### config.mk
export PLATFORM = sky130hd
export DESIGN_NAME = branch_pred_table
export DESIGN_NICKNAME = d
export VERILOG_FILES = /design/src/rtl/bpt_pkg.sv /design/src/rtl/bpt_counter_next.sv /design/src/rtl/branch_pred_table.sv
export SDC_FILE = /design/constraint.sdc
export NUM_CORES = 2
export LEC_CHECK = 0
export CORE_MARGIN = 2
export CORE_UTILIZATION = 55
export CTS_BUF_LIST = sky130_fd_sc_hd__clkbuf_16
export DETAILED_ROUTE_END_ITERATION = 12
export HOLD_SLACK_MARGIN = 0.03
export PLACE_DENSITY = 0.71
export REMOVE_ABC_BUFFERS = 1
export SLEW_MARGIN = 15
export SYNTH_ARGS = -nofsm -noshare
export SYNTH_HDL_FRONTEND = slang
export SYNTH_HIERARCHICAL = 1
export SYNTH_SLANG_ARGS = --single-unit
### constraint.sdc
create_clock -name clk_i -period 14.5 [get_ports clk_i]
set_clock_uncertainty 0.1 [all_clocks]
set_input_delay 2.9 -clock clk_i [delete_from_list [all_inputs] [get_ports clk_i]]
set_output_delay 2.9 -clock clk_i [all_outputs]
set_load 0.02 [all_outputs]
### src/rtl/bpt_pkg.sv
// Shared definitions for the branch prediction table: counter encoding, FSM states, default size.
// Latency: n/a (constants and types only).
// Backpressure: n/a.
package bpt_pkg;

    // Default number of table entries (power of two, at least 4)
    localparam int BPT_ENTRIES = 64;

    // 2-bit saturating counter encoding
    localparam logic [1:0] CTR_SNT = 2'b00;  // strong not-taken
    localparam logic [1:0] CTR_WNT = 2'b01;  // weak not-taken
    localparam logic [1:0] CTR_WT  = 2'b10;  // weak taken
    localparam logic [1:0] CTR_ST  = 2'b11;  // strong taken

    // Table controller states: initialisation sweep, then normal operation
    typedef enum logic {
        SWEEP = 1'b0,
        RUN   = 1'b1
    } bpt_state_e;

endpackage

### src/rtl/bpt_counter_next.sv
// Saturating next-state for a 2-bit branch counter given the resolved outcome.
// Latency: purely combinational, zero cycles.
// Backpressure: none; always produces a result.
module bpt_counter_next
    import bpt_pkg::*;
(
    input  logic [1:0] ctr_i,
    input  logic       taken_i,
    output logic [1:0] ctr_o
);

    // Step towards strong-taken on taken, towards strong-not-taken otherwise, clamping at the ends
    always_comb begin
        ctr_o = ctr_i;
        if (taken_i) begin
            if (ctr_i != CTR_ST) begin
                ctr_o = ctr_i + 2'd1;
            end
        end else begin
            if (ctr_i != CTR_SNT) begin
                ctr_o = ctr_i - 2'd1;
            end
        end
    end

endmodule

### src/rtl/branch_pred_table.sv
// Direct-mapped branch target/direction table with 2-bit counters and a post-reset clearing sweep.
// Latency: lookup is combinational (zero cycles); updates land at the next rising edge, no bypass.
// Backpressure: none; updates presented before ready_o is high are dropped.
module branch_pred_table
    import bpt_pkg::*;
#(
    parameter int ENTRIES = BPT_ENTRIES,
    parameter int IDX_W   = $clog2(ENTRIES)
) (
    input  logic        clk_i,
    input  logic        rst_ni,
    input  logic [31:0] lookup_pc_i,
    output logic        pred_hit_o,
    output logic        prediction_o,
    output logic [31:0] pred_target_o,
    input  logic        update_en_i,
    input  logic [31:0] update_pc_i,
    input  logic        update_outcome_i,
    input  logic [31:0] update_target_i,
    output logic        ready_o
);

    localparam int TAG_W = 30 - IDX_W;
    localparam logic [IDX_W-1:0] LAST_IDX = IDX_W'(ENTRIES - 1);

    // Table storage; contents are defined by the sweep, so no reset is needed
    logic             valid_q [ENTRIES];
    logic [TAG_W-1:0] tag_q   [ENTRIES];
    logic [31:0]      tgt_q   [ENTRIES];
    logic [1:0]       ctr_q   [ENTRIES];

    bpt_state_e       state_q, state_d;
    logic [IDX_W-1:0] sweep_idx_q, sweep_idx_d;

    logic [IDX_W-1:0] l_idx, u_idx;
    logic [TAG_W-1:0] l_tag, u_tag;
    logic             u_hit;
    logic [1:0]       u_ctr_next;
    logic             unused_pc_bits;

    assign l_idx = lookup_pc_i[IDX_W+1:2];
    assign l_tag = lookup_pc_i[31:IDX_W+2];
    assign u_idx = update_pc_i[IDX_W+1:2];
    assign u_tag = update_pc_i[31:IDX_W+2];

    // Byte-offset bits never participate in indexing or tagging
    assign unused_pc_bits = ^{lookup_pc_i[1:0], update_pc_i[1:0]};

    // Lookup reads storage directly, so a same-cycle update is not visible until the edge
    assign pred_hit_o    = ready_o & valid_q[l_idx] & (tag_q[l_idx] == l_tag);
    assign prediction_o  = pred_hit_o & ctr_q[l_idx][1];
    assign pred_target_o = pred_hit_o ? tgt_q[l_idx] : 32'd0;

    assign u_hit = valid_q[u_idx] & (tag_q[u_idx] == u_tag);

    bpt_counter_next u_ctr_next_calc (
        .ctr_i   (ctr_q[u_idx]),
        .taken_i (update_outcome_i),
        .ctr_o   (u_ctr_next)
    );

    // State register: reset restarts the sweep from index 0
    always_ff @(posedge clk_i or negedge rst_ni) begin
        if (!rst_ni) begin
            state_q     <= SWEEP;
            sweep_idx_q <= '0;
        end else begin
            state_q     <= state_d;
            sweep_idx_q <= sweep_idx_d;
        end
    end

    // Next state: leave SWEEP on the cycle that clears the last entry; the index holds there
    always_comb begin
        state_d     = state_q;
        sweep_idx_d = sweep_idx_q;
        case (state_q)
            SWEEP: begin
                if (sweep_idx_q == LAST_IDX) begin
                    state_d = RUN;
                end else begin
                    sweep_idx_d = sweep_idx_q + 1'b1;
                end
            end
            RUN: begin
                state_d = RUN;
            end
            default: begin
                state_d = SWEEP;
            end
        endcase
    end

    // Outputs of the FSM: table is usable only once the sweep is done
    always_comb begin
        ready_o = 1'b0;
        case (state_q)
            RUN:     ready_o = 1'b1;
            default: ready_o = 1'b0;
        endcase
    end

    // Table writes: one entry per cycle, either the sweep slot or the updated branch's slot
    always_ff @(posedge clk_i) begin
        if (state_q == SWEEP) begin
            valid_q[sweep_idx_q] <= 1'b0;
            ctr_q[sweep_idx_q]   <= CTR_WNT;
        end else if (update_en_i) begin
            if (u_hit) begin
                ctr_q[u_idx] <= u_ctr_next;
                if (update_outcome_i) begin
                    tgt_q[u_idx] <= update_target_i;
                end
            end else if (update_outcome_i) begin
                // Taken miss evicts whatever occupied this slot
                valid_q[u_idx] <= 1'b1;
                tag_q[u_idx]   <= u_tag;
                tgt_q[u_idx]   <= update_target_i;
                ctr_q[u_idx]   <= CTR_WT;
            end
        end
    end

endmodule

==> impl_metrics.toml <==
[power_and_ir_drop]
p_sw_mw = 4.901
sw_frac_of_total = 0.2136
powerDensity_nw_per_um2 = 127.7
p_int_mw = 18.05
seq_power_share = 0.524
p_comb_frac = 0.059
clockPowerShare = 0.418
vdd_drop_max_mv = 0.1087
p_leak_nw = 55.71

[routing]
drc = 0
routed_via_density = 7.318
wirelength_um = 480200
postRouteAntennaNets = 0
vias = 87550
drt-initial-drc-count = 14190
wire_per_inst_um = 40.14
drtPass1Iterations = 8

[clock_tree]
cts_buffers = 380
clk_path_buf_depth = 4
clock_latency_ns = 0.93
clkTransAtPathRegs_ns = 0.06
cts_resized = 0
cts-root-buf = "clkbuf_16"
cts.sink_count = 3783
cts_hold_buf = 0
postCtsSetupBuffers = 0
tritoncts = "built"
htreeDepth = 5

[yosys]
synth_seq_area_share = 0.7078
synth_area_leaders = "edfxtp_1, mux4_2, mux2i_1"
synth_cells = 7434
synth_top_area_cell = "edfxtp_1"
ys_ff_latch = 3783
synth_edf_count = 3776
synth.top_cell.area_share = 0.7067
synth-warning-count = 6
async_flop_share = 0.001850
netlist_area_um2 = 160400
synth_area_per_cell_um2 = 21.58
netlist-cell-type-count = 84
synth-main-ff-cell = "edfxtp_1"

[critical_path]
worstPathArrival_ns = 9.75
cp_max_fo = 77
reg2reg_from = "tag_q[38][13]"
cp-end-kind = "output port"
cp_data_required_time_ns = 11.50
crit_start = "lookup_pc_i[2]"
setup.worst_path.start_class = "input pin"
critPathKind = "input pin to output port"

[timing]
setup_tns_ns = 0
final_hold_viol_count = 0
rsz0062_at_grt = "false"
slew_violations = 0
setup_viol = 0
fin_crit_ns = 12.75
max_freq_ghz = 0.07845
finalCritPeriodShare = 0.8792
worstMarginPinSlew_ns = 1.235
slew_headroom = 0.1759

[global_routing]
grt.overflow.total = 0
grtUsageMet1 = 0.4184
first_global_vias = 87200
met2_usage = 0.5105
grtUsageTotal = 0.3245
busiest_layer = "met2"
antenna_found_initial = 26
grt_pass1_wl_um = 665600
grtUsageMet3 = 0.08416
grt_start_max_net_pins = 123

[floorplan]
initial_core_util = 0.5521
fp.dieH_um = 544.1
io_pins = 135
dieArea_um2 = 296100
core-area_um2 = 290600
rows = 198
dieWidth_um = 544.1

[placement]
gp_congestion = 0.8892
port_buffers = 130
dp_hpwl_um = 264600

[finish]
register_area_um2 = 113600
areaGrowthSynthToFinish_pct = 12.00
multi_input_area_um2 = 45280
final_net_count = 7846
drive_above_1_share = 0.3232
postLayoutCoreUtil = 0.6184
nFillCells = 19590

[min_path]
hold_start = "sweep_idx_q[5]"
min_path_type = "flip-flop to flip-flop"

[job]
max-cap-violations = 0

[status]
outcome = "completed"
-- synth_stat cells (10+ instances only) --
cell	n
o22ai_1	56
nor2b_1	26
nand2b_1	28
mux2_2	33
mux2i_1	333
a31oi_1	15
o32ai_1	62
buf_6	22
nand3_1	73
a221oi_1	36
a22o_1	14
o21ai_0	46
buf_1	110
clkbuf_1	270
nand2_1	96
mux4_2	1439
and3_1	36
inv_1	18
o211ai_1	10
nor4_1	19
edfxtp_1	3776
and3b_1	12
nand4_1	23
a21oi_1	132
o31ai_1	10
a211oi_1	31
buf_2	109
a22oi_1	150
buf_4	34
nor3_1	82
xnor2_1	32
nor2_1	127
-- per-stage QoR --
step	hold slack (ns)	worst slack (ns)	area [um2]	power, mW	cells
6_report	0.6267	1.752	179700	22.95	11960
5_1_grt	0.6538	1.457	179700	23.49	11950
4_1_cts	0.6067	1.848	179600	23.01	11940
3_5_place_dp	0.5929	1.848	167600	13.57	11260
3_3_place_gp	0.5823	1.972	167600	13.55	11260
2_1_floorplan	0.4881	4.104	157900	12.86	6886
-- worst max-delay path, stage by stage --
cell,delay [ns]
buf_16,0.29
buf_4,0.73
buf_4,0.50
mux4_2,0.57
mux4_2,0.51
mux4_2,0.54
xnor2_1,0.18
nand4_1,0.17
nor3_2,0.83
nand2_1,0.90
a211oi_1,0.49
clkdlybuf4s50_1,0.68
-- cells by family after synthesis --
group | Yosys count | synth area share
compound gates | 645 | 0.02923
xor+xnor | 38 | 0.002074
fa+ha+maj | 3 | 0.0002183
buf+inv | 568 | 0.01617
flops | 3783 | 0.7078
mux | 1805 | 0.2251
simple gates | 592 | 0.01942
-- sequential cells by signal, indices dropped and copies added (netlist names) --
name,flops
state_q,1
ctr_q,128
tag_q,1536
valid_q,64
sweep_idx_q,6
tgt_q,2048
-- layer usage --
metal	part of all wire	vias up
met2	0.48	6833
li1	-	33030
met1	0.34	46140
met4	0.063	22
met3	0.12	1534
met5	0.00046	-
-- final cells by class --
cell class / count / share of cell area
diodes: 20 / 0.0002785
clock buffers: 390 / 0.05431
clock inverters: 291 / 0.01266
inverters: 20 / 0.0004317
multi-input cells: 3083 / 0.2520
flip-flops and latches: 3783 / 0.6320
well taps: 3900 / 0.02716
repair buffers: 477 / 0.02120
-- worst paths after layout --
check                               endpoint  slack, ns  cells after the start
min reg2reg                   sweep_idx_q[5]       0.63                      2
max reg2reg                    tag_q[36][16]       7.74                     11
min in group asynchronous     sweep_idx_q[0]       2.25                      1
max                        pred_target_o[11]       1.75                     12
max in group asynchronous     sweep_idx_q[3]      11.68                      1
min                           sweep_idx_q[5]       0.63                      2
-- cell usage in the layout, fill, tap and decap left out, drive strengths merged, types with 26 or more instances in the layout --
cell,count
edfxtp,3776
mux4,1439
buf,411
clkbuf,392
mux2i,333
clkinv,156
a22oi,150
a21oi,133
nor2,127
inv,107
nand2,96
nor3,82
nand3,73
clkdlybuf4s50,64
o32ai,62
o22ai,56
o21ai,51
a221oi,37
and3,36
bufinv,36
mux2,33
a211oi,33
xnor2,32
nand2b,28
nor2b,26
-- power groups by stage --
stage,Combinational [mW],Sequential (mW),Clock [mW]
6_report,1.35,12.0,9.59
5_1_grt,1.40,12.0,10.1
4_1_cts,1.33,12.0,9.66
3_5_place_dp,1.32,12.3,0
3_3_place_gp,1.30,12.2,0
2_1_floorplan,0.606,12.2,0
Note: power is estimated with default switching activity, not from simulation.
